[src/rtl/arq_pkg.sv]
// Shared definitions for the ARQ frame sender and the receiver-side CRC checker.
// Holds the state encoding and the CRC-8 (poly 0x07) step function.
package arq_pkg;

  typedef enum logic [1:0] {
    StFill,
    StSend,
    StWaitAck
  } arq_state_e;

  localparam logic [7:0] CRC8_POLY = 8'h07;
  localparam logic [7:0] CRC8_INIT = 8'h00;

  // One byte, MSB first, no reflection, no final XOR.
  function automatic logic [7:0] crc8_next(input logic [7:0] crc, input logic [7:0] data_byte);
    logic [7:0] c;
    c = crc ^ data_byte;
    for (int i = 0; i < 8; i++) begin
      c = c[7] ? ({c[6:0], 1'b0} ^ CRC8_POLY) : {c[6:0], 1'b0};
    end
    return c;
  endfunction

endpackage

[src/rtl/arq_frame_sender_if.sv]
// Client-side and line-side streams plus the receiver ACK/NACK feedback.
// The sender uses the slave modport; the stimulus/line side uses master.
interface arq_frame_sender_if #(
  parameter int unsigned DATA_W = 8
) ();

  logic [DATA_W-1:0] i_s_data;
  logic              i_s_valid;
  logic              o_s_ready;
  logic [DATA_W-1:0] o_m_data;
  logic              o_m_valid;
  logic              i_m_ready;
  logic              o_m_sof;
  logic              o_m_eof;
  logic              i_ack;
  logic              i_nack;

  modport master (
    output i_s_data, i_s_valid, i_m_ready, i_ack, i_nack,
    input  o_s_ready, o_m_data, o_m_valid, o_m_sof, o_m_eof
  );

  modport slave (
    input  i_s_data, i_s_valid, i_m_ready, i_ack, i_nack,
    output o_s_ready, o_m_data, o_m_valid, o_m_sof, o_m_eof
  );

endinterface

[src/rtl/crc8_gen.sv]
// Running CRC-8 over a byte stream. crc shows the value including the byte
// presented this cycle when enable is high, so a caller can latch the final CRC on the last byte.
module crc8_gen
  import arq_pkg::*;
(
  input  logic       clk,
  input  logic       rst_n,
  input  logic       clear,
  input  logic       enable,
  input  logic [7:0] data_byte,
  output logic [7:0] crc
);

  logic [7:0] crc_q;
  logic [7:0] base;

  always_comb begin
    base = clear ? CRC8_INIT : crc_q;
    crc  = enable ? crc8_next(base, data_byte) : base;
  end

  always_ff @(posedge clk or negedge rst_n) begin
    if (!rst_n) begin
      crc_q <= CRC8_INIT;
    end else if (enable || clear) begin
      crc_q <= crc;
    end
  end

endmodule

[src/rtl/arq_frame_sender.sv]
// Packs client beats into FRAME_LEN-beat frames, appends a CRC-8 beat and sends them on
// the line, replaying from the frame buffer on NACK or ACK timeout up to MAX_RETRY times.
module arq_frame_sender
  import arq_pkg::*;
#(
  parameter int unsigned DATA_W      = 8,
  parameter int unsigned FRAME_LEN   = 16,
  parameter int unsigned MAX_RETRY   = 3,
  parameter int unsigned ACK_TIMEOUT = 1024,
  parameter int unsigned RETRY_W     = 4
) (
  input  logic               i_clk,
  input  logic               i_rst_n,
  input  logic               i_arq_en,
  input  logic               i_corrupt_en,
  arq_frame_sender_if.slave  bus,
  output logic [7:0]         o_crc_val,
  output logic [RETRY_W-1:0] o_retry_cnt,
  output logic               o_send_complete,
  output logic               o_frame_drop
);

  localparam int unsigned IDX_W = $clog2(FRAME_LEN);
  localparam int unsigned CNT_W = $clog2(FRAME_LEN + 1);
  localparam int unsigned TMR_W = (ACK_TIMEOUT > 1) ? $clog2(ACK_TIMEOUT) : 1;

  arq_state_e        state_q;
  logic [DATA_W-1:0] frame_buf_q [FRAME_LEN];
  logic [IDX_W-1:0]  wr_idx_q;
  logic [CNT_W-1:0]  rd_idx_q;
  logic [TMR_W-1:0]  timer_q;
  logic              corrupt_q;
  logic              s_ready_q, m_valid_q, m_sof_q, m_eof_q;
  logic [DATA_W-1:0] m_data_q;

  logic              accept, last_accept, tx_fire;
  logic [7:0]        crc_run;
  logic [DATA_W-1:0] crc_beat;

  assign accept      = s_ready_q && bus.i_s_valid;
  assign last_accept = accept && (wr_idx_q == IDX_W'(FRAME_LEN - 1));
  assign tx_fire     = m_valid_q && bus.i_m_ready;
  assign crc_beat    = DATA_W'(o_crc_val ^ {7'b0, corrupt_q});

  assign bus.o_s_ready = s_ready_q;
  assign bus.o_m_valid = m_valid_q;
  assign bus.o_m_sof   = m_sof_q;
  assign bus.o_m_eof   = m_eof_q;
  assign bus.o_m_data  = m_data_q;

  crc8_gen u_crc8_gen (
    .clk       (i_clk),
    .rst_n     (i_rst_n),
    .clear     (accept && (wr_idx_q == '0)),
    .enable    (accept),
    .data_byte (bus.i_s_data[7:0]),
    .crc       (crc_run)
  );

  always_ff @(posedge i_clk) begin
    if (accept) begin
      frame_buf_q[wr_idx_q] <= bus.i_s_data;
    end
  end

  always_ff @(posedge i_clk or negedge i_rst_n) begin
    if (!i_rst_n) begin
      state_q         <= StFill;
      wr_idx_q        <= '0;
      rd_idx_q        <= '0;
      timer_q         <= '0;
      corrupt_q       <= 1'b0;
      s_ready_q       <= 1'b1;
      m_valid_q       <= 1'b0;
      m_sof_q         <= 1'b0;
      m_eof_q         <= 1'b0;
      m_data_q        <= '0;
      o_crc_val       <= CRC8_INIT;
      o_retry_cnt     <= '0;
      o_send_complete <= 1'b0;
      o_frame_drop    <= 1'b0;
    end else begin
      o_send_complete <= 1'b0;
      o_frame_drop    <= 1'b0;
      unique case (state_q)
        StFill: begin
          if (last_accept) begin
            wr_idx_q  <= '0;
            o_crc_val <= crc_run;
            s_ready_q <= 1'b0;
            corrupt_q <= i_corrupt_en && (o_retry_cnt == '0);
            state_q   <= StSend;
            m_valid_q <= 1'b1;
            m_sof_q   <= 1'b1;
            m_eof_q   <= 1'b0;
            m_data_q  <= frame_buf_q[0];
            rd_idx_q  <= CNT_W'(1);
          end else if (accept) begin
            wr_idx_q <= wr_idx_q + 1'b1;
          end
        end
        StSend: begin
          if (tx_fire) begin
            if (m_eof_q) begin
              m_valid_q <= 1'b0;
              m_eof_q   <= 1'b0;
              if (i_arq_en) begin
                state_q <= StWaitAck;
                timer_q <= '0;
              end else begin
                o_send_complete <= 1'b1;
                state_q         <= StFill;
                s_ready_q       <= 1'b1;
              end
            end else if (rd_idx_q == CNT_W'(FRAME_LEN)) begin
              m_data_q <= crc_beat;
              m_sof_q  <= 1'b0;
              m_eof_q  <= 1'b1;
            end else begin
              m_data_q <= frame_buf_q[rd_idx_q[IDX_W-1:0]];
              m_sof_q  <= 1'b0;
              rd_idx_q <= rd_idx_q + 1'b1;
            end
          end
        end
        StWaitAck: begin
          timer_q <= timer_q + 1'b1;
          // ACK takes priority over both NACK and timeout expiry in the same cycle.
          if (bus.i_ack) begin
            o_send_complete <= 1'b1;
            o_retry_cnt     <= '0;
            state_q         <= StFill;
            s_ready_q       <= 1'b1;
          end else if (bus.i_nack || (timer_q == TMR_W'(ACK_TIMEOUT - 1))) begin
            if (o_retry_cnt < RETRY_W'(MAX_RETRY)) begin
              o_retry_cnt <= o_retry_cnt + 1'b1;
              corrupt_q   <= 1'b0;
              state_q     <= StSend;
              m_valid_q   <= 1'b1;
              m_sof_q     <= 1'b1;
              m_data_q    <= frame_buf_q[0];
              rd_idx_q    <= CNT_W'(1);
            end else begin
              o_frame_drop <= 1'b1;
              o_retry_cnt  <= '0;
              state_q      <= StFill;
              s_ready_q    <= 1'b1;
            end
          end
        end
        default: state_q <= StFill;
      endcase
    end
  end

endmodule

[src/flat_wrapper.sv]
// flat-port wrapper written by rule: the top's interface ports become plain ports
module arq_frame_sender_flat import arq_pkg::*;
#(
  parameter int unsigned DATA_W      = 8,
  parameter int unsigned FRAME_LEN   = 16,
  parameter int unsigned MAX_RETRY   = 3,
  parameter int unsigned ACK_TIMEOUT = 1024,
  parameter int unsigned RETRY_W     = 4
)
  (i_clk, i_rst_n, i_arq_en, i_corrupt_en, o_crc_val, o_retry_cnt, o_send_complete, o_frame_drop, bus_i_s_data, bus_i_s_valid, bus_i_m_ready, bus_i_ack, bus_i_nack, bus_o_s_ready, bus_o_m_data, bus_o_m_valid, bus_o_m_sof, bus_o_m_eof);
  arq_frame_sender_if #(.DATA_W(DATA_W)) bus_i ();
  input  logic i_clk;
  input  logic i_rst_n;
  input  logic i_arq_en;
  input  logic i_corrupt_en;
  output logic [7:0] o_crc_val;
  output logic [RETRY_W-1:0] o_retry_cnt;
  output logic o_send_complete;
  output logic o_frame_drop;
  input wire logic [$bits(bus_i.i_s_data)-1:0] bus_i_s_data;
  input wire logic [$bits(bus_i.i_s_valid)-1:0] bus_i_s_valid;
  input wire logic [$bits(bus_i.i_m_ready)-1:0] bus_i_m_ready;
  input wire logic [$bits(bus_i.i_ack)-1:0] bus_i_ack;
  input wire logic [$bits(bus_i.i_nack)-1:0] bus_i_nack;
  output wire logic [$bits(bus_i.o_s_ready)-1:0] bus_o_s_ready;
  output wire logic [$bits(bus_i.o_m_data)-1:0] bus_o_m_data;
  output wire logic [$bits(bus_i.o_m_valid)-1:0] bus_o_m_valid;
  output wire logic [$bits(bus_i.o_m_sof)-1:0] bus_o_m_sof;
  output wire logic [$bits(bus_i.o_m_eof)-1:0] bus_o_m_eof;
  assign bus_i.i_s_data = bus_i_s_data;
  assign bus_i.i_s_valid = bus_i_s_valid;
  assign bus_i.i_m_ready = bus_i_m_ready;
  assign bus_i.i_ack = bus_i_ack;
  assign bus_i.i_nack = bus_i_nack;
  assign bus_o_s_ready = bus_i.o_s_ready;
  assign bus_o_m_data = bus_i.o_m_data;
  assign bus_o_m_valid = bus_i.o_m_valid;
  assign bus_o_m_sof = bus_i.o_m_sof;
  assign bus_o_m_eof = bus_i.o_m_eof;
  arq_frame_sender #(.DATA_W(DATA_W), .FRAME_LEN(FRAME_LEN), .MAX_RETRY(MAX_RETRY), .ACK_TIMEOUT(ACK_TIMEOUT), .RETRY_W(RETRY_W)) u_core (.i_clk(i_clk), .i_rst_n(i_rst_n), .i_arq_en(i_arq_en), .i_corrupt_en(i_corrupt_en), .bus(bus_i), .o_crc_val(o_crc_val), .o_retry_cnt(o_retry_cnt), .o_send_complete(o_send_complete), .o_frame_drop(o_frame_drop));
endmodule
[config.mk]
export PLATFORM = sky130hd
export DESIGN_NAME = arq_frame_sender_flat
export DESIGN_NICKNAME = d
export VERILOG_FILES = /design/src/rtl/arq_pkg.sv /design/src/rtl/arq_frame_sender_if.sv /design/src/rtl/crc8_gen.sv /design/src/rtl/arq_frame_sender.sv /design/src/flat_wrapper.sv
export SDC_FILE = /design/constraint.sdc
export NUM_CORES = 1
export LEC_CHECK = 0
export CAP_MARGIN = 40
export CORE_MARGIN = 2
export CORE_UTILIZATION = 50
export CTS_CLUSTER_SIZE = 25
export DETAILED_ROUTE_END_ITERATION = 12
export GPL_ROUTABILITY_DRIVEN = 0
export PLACE_DENSITY = 0.68
export SYNTH_ARGS = -nofsm -noshare
export SYNTH_HDL_FRONTEND = slang
export SYNTH_SLANG_ARGS = --single-unit
[constraint.sdc]
create_clock -name i_clk -period 5.9 [get_ports i_clk]
set_clock_uncertainty 0.1 [all_clocks]
set_input_delay 1.18 -clock i_clk [delete_from_list [all_inputs] [get_ports i_clk]]
set_output_delay 1.18 -clock i_clk [all_outputs]
set_load 0.01 [all_outputs]
---- Word level (Yosys, flattened, before mapping) ----
Memories as Yosys holds them, arrays and structs flattened.
Index checks and enable logic that the tools add are counted.
word-level totals
  flip-flop bits (word level) ............. 56
  latch bits .............................. 0
  memory bits (writable) .................. 128
  ROM bits ................................ 0
  word-level logic and storage cells ...... 156
  memories ................................ 1
memory list
  name                depth  bits a word  read ports  clocked after memory_dff  write ports  line                    source
  u_core.frame_buf_q  16     8            2           0                         1            arq_frame_sender.sv:28  logic [DATA_W-1:0] frame_buf_q [FRAME_LEN];
cells by class
  add/sub/neg operators ................... 4
  $mul .................................... 0
  divide/modulo/power cells ............... 0
  magnitude comparators ................... 1
  equal/unequal tests ..................... 17
  shift-type cells ........................ 0
  mux-type cells .......................... 81
  bitwise gates (word level) .............. 10
  reductions and logical operators ........ 27
operators by type and width
  cell                     number
  $mux W8                  9
  $mux W5                  7
  $mux W1                  33
  $mux W10                 3
  $mux W3                  8
  $not A3 Y3               8
  $pmux W8 S3              1
  $reduce_and A7 Y1        3
  $mux W4                  5
  $pmux W10 S2             1
  $pmux W5 S3              1
  $mux W2                  6
  $add A10 B1 Y10 const B  1
  $eq A10 B10 Y1 const B   1
  $ne A2 B1 Y1 const B     5
  $ne A2 B2 Y1 const B     5
  $reduce_bool A2 Y1       5
  $pmux W1 S3              3
  $add A4 B1 Y4 const B    2
  $logic_not A4 Y1         2
  $reduce_and A4 Y1        2
  $reduce_and A8 Y1        1
  $xor A8 B1 Y8            1
  $xor A8 B8 Y8            1
  other kinds (17)         26

---- Logic depth before layout (Yosys ltp) ----
  word-level depth ........................ 21
  mapped depth ............................ 9
  gate-level depth less buffers ........... 7

---- Modules after synthesis ----
A second synthesis with hierarchy kept.
unflattened totals
  cells, all modules ...................... 577
  area total of the unflattened synthesis .. 8358.0 sq um
modules (own cells, without submodules)
  module            times used  cells each  area each (sq um)  sequential area each (sq um)
  arq_frame_sender  1           507         7703.6             5046.1
  crc8_gen          1           70          654.4              200.2

---- Least setup slack after synthesis ----
No wires, ideal clock.
  path kind ............................... input -> register
  from .................................... input bus_i_s_data[6]
  to ...................................... register u_core.o_crc_val[7]
  library setup time ...................... 125 ps
  arrival ................................. 2485 ps
  setup slack ............................. 3190 ps
  cell stages on the path ................. 5
  path buffers ............................ 0
  cell sequence ........................... xnor3_1 > a2111oi_0 > a21oi_1 > o211a_1 > mux2_2
between the ends
  cells in the longest elaborated chain, start to end .. 5
RTL lines
  element               line                    source
  start, declared       flat_wrapper.sv:20      input wire logic [$bits(bus_i.i_s_data)-1:0] bus_i_s_data;
  $xor A8 B8 Y8 *       arq_pkg.sv:17           c = crc ^ data_byte;
  $mux W3 *             arq_pkg.sv:19           c = c[7] ? ({c[6:0], 1'b0} ^ CRC8_POLY) : {c[6:0], 1'b0};
  $not A3 Y3 (no line)  --
  $mux W3 *             arq_pkg.sv:19
  $mux W8 *             crc8_gen.sv:19          crc = enable ? crc8_next(base, data_byte) : base;
  end signal, assigned  arq_frame_sender.sv:89  o_crc_val <= crc_run;
  end, declared         arq_frame_sender.sv:17  output logic [7:0] o_crc_val,
Mark *: on every way between the ends. The rest lies on a longest branch, timed or not.
A chain may end at the register's enable or synchronous reset.

---- Final worst setup path ----
  from .................................... input bus_i_s_valid
  to ...................................... register u_core.rd_idx_q[0]
between the ends
  cells in the longest elaborated chain, start to end .. 4
RTL lines
  element                      line                     source
  start, declared              flat_wrapper.sv:21       input wire logic [$bits(bus_i.i_s_valid)-1:0] bus_i_s_valid;
  $logic_and A1 B1 Y1          arq_frame_sender.sv:40   assign accept = s_ready_q && bus.i_s_valid;
  $logic_and A1 B1 Y1          arq_frame_sender.sv:41   assign last_accept = accept && (wr_idx_q == IDX_W'(FRAME_LEN - 1));
  $ne A2 B1 Y1 (no line)       --
  $reduce_and A8 Y1 (no line)  --
  end signal, assigned         arq_frame_sender.sv:122  rd_idx_q <= rd_idx_q + 1'b1;
  end, declared                arq_frame_sender.sv:30   logic [CNT_W-1:0] rd_idx_q;
No other way between the ends.

==> impl_metrics.env <==
export IMPL_hold_start="u_core.timer_q[6]$_DFFE_PN0P_"
export IMPL_p_leak_nw=3.63
export IMPL_finalHoldViolations=0
export IMPL_setup_viol=0
export IMPL_fin_ws_ns=2.28
export IMPL_antenna_found_initial=0
export IMPL_whs_endpoint="u_core.timer_q[6]$_DFFE_PN0P_"
export IMPL_numCtsBuffers=17
export IMPL_layout_cells_most_common="edfxtp_1"
export IMPL_core_area_um2=16600
export IMPL_cts_tree="done"
export IMPL_peakVddDrop_mv=0.197
export IMPL_grt_use_total_pct=21.6
export IMPL_worstPathMaxFanout=18
export IMPL_rrSetupSlack_ns=2.82
export IMPL_endpoint_kind="flop"
export IMPL_ff2ff_path_depth=9
export IMPL_min_path_type="flop to flop"
export IMPL_row_count=47
export IMPL_synth_flop_cell="edfxtp_1"
export IMPL_grt_ovfl_total=0
export IMPL_synth_area_per_cell_um2=14.6
export IMPL_clk_latency_ns=0.43
export IMPL_fin_area_um2=9840
export IMPL_synth_edf_count=128
export IMPL_period_share_pct=61.3
export IMPL_cts_root_buf="clkbuf_16"
export IMPL_wl_per_cell_um=21.3
export IMPL_r2r_start="u_core.rd_idx_q[0]$_DFFE_PN0P_"
export IMPL_syn_inst=586
export IMPL_start_kind="input port"
export IMPL_grt_pass1_vias=5225
export IMPL_drt_total_wl_um=18300
export IMPL_viasPerCell=5.95
export IMPL_power_density_nw_per_um2=269
export IMPL_antenna_cells=0
export IMPL_power_mw=2.64
export IMPL_worst_pin_slew_ns=0.818
export IMPL_die_area_um2=18100
export IMPL_synth_cell_type_count=65
export IMPL_num_nets_final=655
export IMPL_drive_above_1_share_pct=17.6
export IMPL_cts_max_level=4
export IMPL_finalCriticalPeriod_ns=3.62
export IMPL_cts_post_setup_buffers_inserted=0
export IMPL_cap_violations=0
export IMPL_grt_pass1_wl_um=29000
export IMPL_slew_viol_final=0
export IMPL_initial_core_util_pct=51.3
export IMPL_max_slew_margin_pct=45.3
export IMPL_ant_nets=0
export IMPL_place_area_um2=9230
export IMPL_async_flop_share_pct=30.4
export IMPL_holdBufCountCts=0
export IMPL_portBuffers=41
export IMPL_crit_type="input port to flop"
export IMPL_vias=5108
export IMPL_most_common_layout_cells="edfxtp_1, dfrtp_1, clkdlybuf4s50_1"
export IMPL_yosysSeqAreaShare_pct=61.5
export IMPL_die_h_um=135
export IMPL_rsz0062_at_grt="false"
export IMPL_first_pass_iters=5
export IMPL_die_w_um=135
export IMPL_ys_warn_count=0
export IMPL_synthToLayoutAreaGrowth_pct=15.3
export IMPL_hpwl_um=12100
export IMPL_grt_max_degree=57
export IMPL_pre_cts_ws_ns=1.90
export IMPL_cts_path_max_buffers=2
export IMPL_required_ns=6.12
export IMPL_ioPinCount=42
export IMPL_drt_iter0_markers=466
export IMPL_clkTransAtPathRegs_ns=0.07
export IMPL_syn_area_um2=8530
export IMPL_fmaxAchievable_mhz=276
export IMPL_drc=0
export IMPL_setup_tns_final_ns=0
export IMPL_final_util_pct=59.1
export IMPL_ctsResizeCount=0
export IMPL_cts_sinks=184
export IMPL_synth_nets=616
export IMPL_worstPathArrival_ns=3.83
export IMPL_r2r_end="u_core.bus.o_m_data[7]$_DFFE_PN0P_"
export IMPL_ys_ff_latch=184
export IMPL_min_path_cells=1
export IMPL_status="finished clean"
==> flip-flops by register name, indices dropped and copies added, names as in the netlist <==
name / count
u_core.rd_idx_q: 5
u_core.bus.o_m_data: 8
u_core.u_crc8_gen.crc_q: 8
u_core.frame_buf_q: 128
u_core.wr_idx_q: 4
u_core.o_crc_val: 8
u_core.bus.o_m_eof: 1
u_core.corrupt_q: 1
u_core.o_frame_drop: 1
u_core.bus.o_m_sof: 1
u_core.bus.o_s_ready: 1
u_core.o_retry_cnt: 4
u_core.bus.o_m_valid: 1
u_core.o_send_complete: 1
u_core.timer_q: 10
u_core.state_q: 2
==> cells in the mapped netlist, drive strengths merged (13+ instances only) <==
master	number	share of area, %
and2	21	1.5
clkbuf	26	1.1
dfrtp	55	16
edfxtp	128	45
ha	14	2.1
inv	17	0.75
mux2	31	4.1
mux4	31	8.2
nand2	31	1.4
nand3	17	1.0
nor2	19	0.84
o21ai	30	1.8
xnor2	13	1.3
==> through the flow <==
stage / hold WS, ns / std cells
CTS: 0.408 / 858
floorplan: 0.369 / 586
global placement: 0.392 / 822
global route: 0.444 / 858
detailed placement: 0.395 / 826
finish: 0.403 / 858
==> cells by family after synthesis <==
| family | share of synthesized area [%] |
|---|---|
| flip-flops | 61.5 |
| adder cells (fa/ha/maj) | 2.05 |
| AO/OA/AOI/OAI | 8.74 |
| multiplexers | 13.0 |
| buffers and inverters | 2.43 |
| AND/OR/NAND/NOR | 8.58 |
| XOR/XNOR | 3.71 |
==> per-layer routing <==
layer | vias up | routed length [um] | global-route usage (%)
met3 | 28 | 1010 | 6.08
met2 | 139 | 9130 | 35.4
met5 | - | 0 | 0
met4 | 0 | 365 | 7.25
met1 | 2599 | 7800 | 27.9
li1 | 2342 | - | -
==> area by class of cell <==
cell class                 count  area, um^2
inverter                      17        63.8
multi-input combinational    352        3080
sequential                   184        5250
fill                        1261        6810
timing repair buffer          53         556
tap                          220         275
clock inverter                11         160
clock buffer                  21         450
==> worst max-delay path, cell delays in order <==
cell,delay [ns]
clkdlybuf4s50_1,0.50
nand2_1,0.38
o21ai_0,0.46
nand4_1,0.35
or2_1,0.55
o311a_1,0.41
==> power breakdown <==
part | internal (mW) | total, mW | switching (mW)
sequential | 1.38 | 1.38 | 0.000000000222
clock | 0.687 | 1.18 | 0.494
combinational | 0.0310 | 0.0766 | 0.0455
total | 2.10 | 2.64 | 0.540
==> worst max-delay path by stage <==
stage,slack (ns),cells after the start,startpoint,end
floorplan,3.19,5,bus_i_s_data[6],u_core.o_crc_val[7]$_DFFE_PN0P_
global placement,2.01,6,bus_i_s_valid,u_core.rd_idx_q[0]$_DFFE_PN0P_
detailed placement,1.90,6,bus_i_s_valid,u_core.rd_idx_q[4]$_DFFE_PN0P_
CTS,2.36,6,bus_i_s_valid,u_core.rd_idx_q[0]$_DFFE_PN0P_
global route,2.03,6,bus_i_s_valid,u_core.rd_idx_q[3]$_DFFE_PN0P_
finish,2.28,6,bus_i_s_valid,u_core.rd_idx_q[0]$_DFFE_PN0P_
No activity file was read; power rests on OpenSTA's default activity.
